### src/rtl/lut_dump_pkg.sv
// Shared types and default sizes for the LUT dump capture controller.
package lut_dump_pkg;

    localparam int unsigned LUT_AW = 12;
    localparam int unsigned LUT_DW = 8;
    localparam int unsigned LUT_CW = 8;

    typedef enum logic [1:0] {
        IDLE    = 2'd0,
        ARMED   = 2'd1,
        CAPTURE = 2'd2,
        DONE    = 2'd3
    } state_t;

endpackage : lut_dump_pkg

### src/rtl/lut_dump_decim.sv
// Decimation counter: keeps one of every (decim+1) valid samples.
// The counter restarts on i_clr (the trigger cycle), so the trigger-cycle sample is kept.
module lut_dump_decim
    import lut_dump_pkg::*;
#(
    parameter int unsigned CW = LUT_CW
) (
    input  logic          clk,
    input  logic          rst_n,
    input  logic          i_clr,
    input  logic          i_en,
    input  logic          i_in_valid,
    input  logic [CW-1:0] i_decim,
    output logic          o_accept_c
);

    logic [CW-1:0] r_cnt;

    // A sample is kept when the phase counter sits at zero (forced zero on clear).
    assign o_accept_c = i_in_valid & (i_clr | (r_cnt == '0));

    // Phase counter advances once per valid sample and wraps at decim.
    always_ff @(posedge clk or negedge rst_n) begin
        if (!rst_n) begin
            r_cnt <= '0;
        end else if (i_clr) begin
            if (i_in_valid && (i_decim != '0)) begin
                r_cnt <= CW'(1);
            end else begin
                r_cnt <= '0;
            end
        end else if (i_en && i_in_valid) begin
            if (r_cnt == i_decim) begin
                r_cnt <= '0;
            end else begin
                r_cnt <= r_cnt + CW'(1);
            end
        end
    end

endmodule : lut_dump_decim

### src/rtl/lut_dump_capture_ctrl.sv
// Fabric-side writer for the LUT dump buffer: arm, trigger, stream samples into port A.
// Optional decimation is compiled in with `define LUT_DUMP_DECIM_EN.
module lut_dump_capture_ctrl
    import lut_dump_pkg::*;
#(
    parameter int unsigned AW = LUT_AW,
    parameter int unsigned DW = LUT_DW,
    parameter int unsigned CW = LUT_CW
) (
    input  logic          clk,
    input  logic          rst_n,
    input  logic          arm,
    input  logic          abort,
    input  logic [AW-1:0] len_m1,
    input  logic [CW-1:0] decim,
    input  logic          trigger,
    input  logic          in_valid,
    input  logic [DW-1:0] in_data,
    output logic          bram_we,
    output logic          bram_en_a,
    output logic [AW-1:0] bram_addr,
    output logic [DW-1:0] bram_wr_data,
    output logic          busy,
    output logic          done,
    output logic [AW:0]   wr_count
);

    state_t        r_state;
    state_t        w_state_nxt;
    logic          w_load;
    logic          r_arm_q;
    logic          w_arm_edge;
    logic          w_trig;
    logic          w_cap;
    logic          w_accept;
    logic          w_write;
    logic          w_last;
    logic [AW-1:0] r_len_m1;
    logic [AW-1:0] r_addr;
    logic [AW:0]   r_wr_count;
    logic          r_bram_we;
    logic [AW-1:0] r_bram_addr;
    logic [DW-1:0] r_bram_wr_data;
    logic          r_busy;
    logic          r_done;

    // Delayed copy of the software arm bit for rising-edge detection.
    always_ff @(posedge clk or negedge rst_n) begin
        if (!rst_n) begin
            r_arm_q <= 1'b0;
        end else begin
            r_arm_q <= arm;
        end
    end

    assign w_arm_edge = arm & ~r_arm_q;
    assign w_trig     = (r_state == ARMED) & trigger & ~abort;
    assign w_cap      = (r_state == CAPTURE) & ~abort;

`ifdef LUT_DUMP_DECIM_EN
    logic [CW-1:0] r_decim;

    // Decimation ratio is frozen for the whole capture at arm time.
    always_ff @(posedge clk or negedge rst_n) begin
        if (!rst_n) begin
            r_decim <= '0;
        end else if (w_load) begin
            r_decim <= decim;
        end
    end

    lut_dump_decim #(
        .CW(CW)
    ) u_decim (
        .clk       (clk),
        .rst_n     (rst_n),
        .i_clr     (w_trig),
        .i_en      (w_cap),
        .i_in_valid(in_valid),
        .i_decim   (r_decim),
        .o_accept_c(w_accept)
    );
`else
    logic w_unused_decim;
    assign w_unused_decim = ^decim;
    assign w_accept       = in_valid;
`endif

    assign w_write = (w_trig | w_cap) & w_accept;
    assign w_last  = w_write & (r_addr == r_len_m1);

    // State register.
    always_ff @(posedge clk or negedge rst_n) begin
        if (!rst_n) begin
            r_state <= IDLE;
        end else begin
            r_state <= w_state_nxt;
        end
    end

    // Next-state logic; abort wins over everything, arm edges only act from IDLE/DONE.
    always_comb begin
        w_state_nxt = r_state;
        w_load      = 1'b0;
        if (abort) begin
            w_state_nxt = IDLE;
        end else begin
            unique case (r_state)
                IDLE, DONE: begin
                    if (w_arm_edge) begin
                        w_state_nxt = ARMED;
                        w_load      = 1'b1;
                    end
                end
                ARMED: begin
                    if (trigger) begin
                        w_state_nxt = w_last ? DONE : CAPTURE;
                    end
                end
                CAPTURE: begin
                    if (w_last) begin
                        w_state_nxt = DONE;
                    end
                end
                default: w_state_nxt = IDLE;
            endcase
        end
    end

    // Capture bookkeeping: length, write pointer (never wraps) and sample count.
    always_ff @(posedge clk or negedge rst_n) begin
        if (!rst_n) begin
            r_len_m1   <= '0;
            r_addr     <= '0;
            r_wr_count <= '0;
        end else if (w_load) begin
            r_len_m1   <= len_m1;
            r_addr     <= '0;
            r_wr_count <= '0;
        end else if (w_write) begin
            r_wr_count <= r_wr_count + (AW+1)'(1);
            if (!w_last) begin
                r_addr <= r_addr + AW'(1);
            end
        end
    end

    // Registered port-A write and status outputs.
    always_ff @(posedge clk or negedge rst_n) begin
        if (!rst_n) begin
            r_bram_we      <= 1'b0;
            r_bram_addr    <= '0;
            r_bram_wr_data <= '0;
            r_busy         <= 1'b0;
            r_done         <= 1'b0;
        end else begin
            r_bram_we <= w_write;
            if (w_write) begin
                r_bram_addr    <= r_addr;
                r_bram_wr_data <= in_data;
            end
            r_busy <= (w_state_nxt == ARMED) || (w_state_nxt == CAPTURE);
            r_done <= (r_state == DONE) && (w_state_nxt == DONE);
        end
    end

    assign bram_we      = r_bram_we;
    assign bram_en_a    = r_bram_we;
    assign bram_addr    = r_bram_addr;
    assign bram_wr_data = r_bram_wr_data;
    assign busy         = r_busy;
    assign done         = r_done;
    assign wr_count     = r_wr_count;

endmodule : lut_dump_capture_ctrl

### config.mk
export PLATFORM = sky130hd
export DESIGN_NAME = lut_dump_capture_ctrl
export DESIGN_NICKNAME = d
export VERILOG_FILES = /design/src/rtl/lut_dump_pkg.sv /design/src/rtl/lut_dump_decim.sv /design/src/rtl/lut_dump_capture_ctrl.sv
export SDC_FILE = /design/constraint.sdc
export NUM_CORES = 1
export LEC_CHECK = 0
export ABC_AREA = 1
export BUFFER_PORTS_ARGS = -buffer_cell sky130_fd_sc_hd__buf_2
export CORE_ASPECT_RATIO = 1.75
export CORE_MARGIN = 4
export CORE_UTILIZATION = 40
export DETAILED_ROUTE_END_ITERATION = 10
export PLACE_DENSITY_LB_ADDON = 0.3
export SLEW_MARGIN = 10
export SYNTH_ARGS = -nofsm -noshare
export SYNTH_HDL_FRONTEND = slang
export SYNTH_HIERARCHICAL = 1
export SYNTH_SLANG_ARGS = --single-unit
### constraint.sdc
create_clock -name clk -period 1.9 [get_ports clk]
set_input_delay 0 -clock clk [delete_from_list [all_inputs] [get_ports clk]]
set_output_delay 0 -clock clk [all_outputs]
set_load 0.05 [all_outputs]
-- Yosys cells after proc, flatten, opt, wreduce, memory -nomap -nowiden
Cells that the tools add are included.
- add/sub/neg operators: 2
- muxes and demuxes: 14
- reduce and logical (&&, ||, !) cells: 6
- bitwise operators: 9
- equal/unequal tests: 8
- operators with widths (kind ; count):
    12-bit 2-to-1 mux ; 3
    13-bit 2-to-1 mux ; 2
    13-bit by 1-bit adder with 13-bit output (second input constant) ; 1
    12-bit by 1-bit adder with 12-bit output (second input constant) ; 1
    12-bit equality test ; 1
    2-bit equality test (second input constant) ; 4
    2-bit 2-to-1 mux ; 4
    1-bit bitwise AND ; 6
    2-bit one-hot mux with 3 select lines ; 1
    2-bit by 1-bit equality test with 1-bit output (second input constant) ; 2
    1-bit 2-to-1 mux ; 4
    2-bit logical NOT ; 1
    2-bit inequality test (second input constant) ; 1
    1-bit inverter ; 2
    2-bit AND reduction ; 1
    2-bit nonzero test ; 1
    2-bit OR reduction ; 1
    1-bit logical AND ; 1
    1-bit logical OR ; 1
    1-bit OR ; 1
- bits in registers: 63
- logic and storage cells: 49
- input bits: 34

-- Logic depth before layout (Yosys ltp)
- word-level depth: 12
- mapped depth: 12
- gate-level depth less buffers: 11

-- Worst setup path after synthesis
OpenSTA, ideal clock, no wires.
- kind: register -> register
- start: reg r_wr_count[0], in the netlist wr_count[0]
- end: reg r_wr_count[9], in the netlist wr_count[9]
- data arrival time: 1627 ps
- path buffers: 0
- stages on the path, launching flop included: 8
- clock period less this slack: 1692 ps
- setup slack: 208 ps
- data required time: 1836 ps
- path through: dfrtp_1 inv_1 nor2_1 nand2_1 nor2_1 nand3_1 a21oi_1 o21a_1
- longest elaborated chain between the ends: 3
- RTL lines (what ; line ; source):
    from (decl) ; lut_dump_capture_ctrl.sv:40 ; logic [AW:0] r_wr_count;
    from (signal assigned) ; lut_dump_capture_ctrl.sv:141 ; r_wr_count <= r_wr_count + (AW+1)'(1);
    13-bit by 1-bit adder with 13-bit output ; lut_dump_capture_ctrl.sv:141 ;
    13-bit 2-to-1 mux ; lut_dump_capture_ctrl.sv:140 ; end else if (w_write) begin
    13-bit 2-to-1 mux ; lut_dump_capture_ctrl.sv:136 ; end else if (w_load) begin
No other way between the ends. The select of a mux whose other input is x is not followed.
A chain may end at the register's enable or synchronous reset.

-- Worst setup path in the final report
- start: reg r_state[1]
- end: reg r_wr_count[8], in the netlist wr_count[8]
- longest elaborated chain between the ends: 6
- elaborated cells between the ends (all ways): 14
- RTL lines (what ; line ; source):
    from (decl) ; lut_dump_capture_ctrl.sv:28 ; state_t r_state;
    from (signal assigned) ; lut_dump_capture_ctrl.sv:97 ; r_state <= w_state_nxt;
    2-bit by 1-bit equality test with 1-bit output ; lut_dump_capture_ctrl.sv:57 ; assign w_trig = (r_state == ARMED) & trigger & ~abort;
    1-bit bitwise AND (2 in a row) ; lut_dump_capture_ctrl.sv:57 ;
    1-bit OR ; lut_dump_capture_ctrl.sv:89 ; assign w_write = (w_trig | w_cap) & w_accept;
    1-bit bitwise AND ; lut_dump_capture_ctrl.sv:89 ;
    2-bit nonzero test (no line) ; n/a ;
Parallel ways exist; a longest one is shown, timed or not.

==> flow_summary.ini <==
[detailed_routing]
detail-route-antenna-nets = 0
wl_um = 8510
dr.pass1.iters = 5
vias_per_cell = 4.98
drc = 0
wl_per_cell_um = 13.7
drtIter0Drc = 167
num_vias = 3100

[clock_network]
htree_levels = 3
clock_sinks = 63
clockBufferDepth = 2
cts_root_buf = clkbuf_16
numCtsBuffers = 9
path_clk_slew_ps = 50
cts_tree = built
clock_latency_ps = 330
cts_setup_buffers = 0

[die]
row_count = 43
coreArea_mm2 = 0.00796
die_w_um = 76.5
initial_core_util_pct = 41.2
pin_count = 71
fp.dieH_um = 128
dieArea_mm2 = 0.00977

[grt]
antenna_found_initial = 0
first_global_vias = 3120
grt_use_total_pct = 18.3
grt_pass1_wl_um = 14200
top_usage_layer = met2
grt_util_met3_pct = 3.87
grt_max_degree = 32
grt_use_met2_pct = 34.6
grt_overflow_total = 0
use_met1_pct = 19.2

[yosys]
synth.area.top_cells = dfrtp_1, nand2_1, inv_1
synth_area_per_cell_um2 = 7.54
synthesis.nets = 475
synth_top_family_by_area = simple AND/OR/NAND/NOR gates
synth_top_cell_by_area = dfrtp_1
synthAdderAreaFrac_pct = 2.29
yosysWarnings = 6
synth-compound-area-share_pct = 7.59
ys_seq_area_share_pct = 48.1
postSynthCellCount = 435
netlist.area_leader.share_pct = 48.1
ys_seq_elements = 63
synthSimpleGateAreaFrac_pct = 30.6
synthXorXnorAreaFrac_pct = 1.87
synth_cell_type_count = 25
synth_area_mm2 = 0.00328
synthMuxAreaShare_pct = 0

[setup_path]
critPathArrivalTime_ps = 2040
crit_fanout = 11
endpoint_kind = flop
cp.required_ps = 2110
crit_path_start_kind = flop
critPathKind = reg -> reg

[timing]
finalSetupViolCount = 0
min_period_ps = 1830
fmax_ghz = 0.547
setup_tns_ps = 0
fin_crit_sh_pct = 96.2
rsz0062_at_grt = yes
max-slew-margin-rel_pct = 68.6
finClkSkew_ps = 4.93
drv_slew = 0
hold_viol = 0
worstMarginPinSlew_ps = 470

[job]
cap_violations = 0

[pwr]
internal_power_mw = 3.36
p_per_area_mw_per_mm2 = 1340
pwr-share-comb_pct = 38.0
pwr-share-clk_pct = 28.0
p_switching_mw = 2.38
swShare_pct = 41.4
power_leakage_nw = 2.24
pwr-share-seq_pct = 34.0
ir_drop_uv = 691

[placement]
io_buffers = 62
placed_cell_area_mm2 = 0.00374
place.gp.congestion = 0.861
hpwl_um = 6130

[hold_path]
hold_path_class = in -> reg

[finish]
final_core_util_pct = 53.6
syn_to_final_growth_pct = 30.1
insertedDiodeCount = 0
final_design_area_no_fill_mm2 = 0.00427
drive_gt1_share_pct = 19.7
final_nets = 568

[outcome]
outcome = finished clean
layout by cell type (no fill, tap or decap), types with 2 or more instances in the layout:
cell type and count:
nand4_1 21, nor2_1 35, xor2_1 7, nand2_2 2, buf_2 62, ha_1 6
a21oi_1 7, o21ai_0 33, nand3_1 22, nor3_1 8, clkbuf_1 2, a31oi_1 2
o21a_1 2, dlygate4sd3_1 23, inv_1 50, clkinv_2 3, clkbuf_16 9, buf_4 17
dfrtp_1 63, inv_2 3, nand2_1 144, nor2_2 3
Yosys cell counts:
cell / n
buf_2: 8
nor2_1: 35
nor3b_1: 1
nand3_1: 22
clkbuf_1: 6
a31o_2: 1
a21oi_1: 8
buf_4: 5
ha_1: 6
nand4_1: 21
nand2_2: 2
inv_2: 3
dfrtp_1: 63
nand3b_1: 1
xor2_1: 7
a211oi_1: 1
a31oi_1: 2
buf_1: 1
nor2_2: 3
inv_1: 50
nand2_1: 144
nor3_1: 9
buf_6: 1
o21ai_0: 33
o21a_1: 2
stage by stage:
step                power (mW)  std cells  setup slack, ps  hold WS, ps
finish                    5.74        623             73.1          143
global route              6.10        623            -46.0          198
CTS                       5.79        623             66.5          110
detailed placement        4.12        584             72.2        -10.2
global placement          4.05        584              124        -16.9
floorplan                 3.53        435              208         -296
logic make-up after synthesis:
| logic type | count (synthesis) |
|---|---|
| simple gates | 238 |
| buf+inv | 74 |
| flops | 63 |
| compound gates | 47 |
| xor+xnor | 7 |
| fa+ha+maj | 6 |
critical path, stage by stage (launching register included):
cell and delay, ps:
dfrtp_1 420, inv_1 80, ha_1 190, nand2_1 70
nand2_1 70, nand2_1 80, inv_1 330, nand2_1 100
nor2_1 170, nand3_1 90, nand2_1 70, a21oi_1 40
routing by layer:
layer | part of all wire [%] | wire length, um | up-vias
met5 | 0 | 0 | -
li1 | - | - | 1561
met1 | 39 | 3320 | 1466
met4 | 2.8 | 238 | 0
met2 | 55 | 4660 | 54
met3 | 3.3 | 281 | 19
power groups by stage:
stage                     combinational, mW  sequential (mW)  clock [mW]
final                                  2.18             1.95        1.61
after global routing                   2.40             2.00        1.70
after CTS                              2.19             1.95        1.64
after detailed placement               2.15             1.97           0
after global placement                 2.10             1.95           0
after floorplan                       0.878             2.65           0
flip-flops by register name, summed over array words and instances (netlist names):
register      flops
bram_addr        12
r_state           2
done              1
busy              1
wr_count         13
r_arm_q           1
r_addr           12
bram_wr_data      8
r_len_m1         12
bram_en_a         1
final timing paths:
kind / slack, ps / start / endpoint / cells after the start
setup / recovery: 70 / r_state[1] / wr_count[8] / 11
hold / removal: 140 / trigger / r_state[0] / 4
setup reg to reg: 70 / r_state[1] / wr_count[8] / 11
hold reg to reg: 470 / bram_wr_data[1] / bram_wr_data[1] / 2
max in group asynchronous: 1070 / rst_n / bram_wr_data[0] / 3
min in group asynchronous: 170 / rst_n / r_len_m1[7] / 2
timing repair:
action | 4_1_cts | 5_1_grt
endpoints found under the setup margin | 0 | 4
hold buffers | 23 | 0
hold endpoints to repair | 42 | 0
resized for setup | 0 | 2
area by class of cell:
type | count | area, um2
fillers | 755 | 3700
well taps | 90 | 113
clock inverters | 4 | 45.0
multi-input cells | 298 | 1400
inverters | 53 | 199
repair buffers | 103 | 688
flip-flops and latches | 63 | 1580
clock buffers | 12 | 246
(Power assumes the default switching activity.)
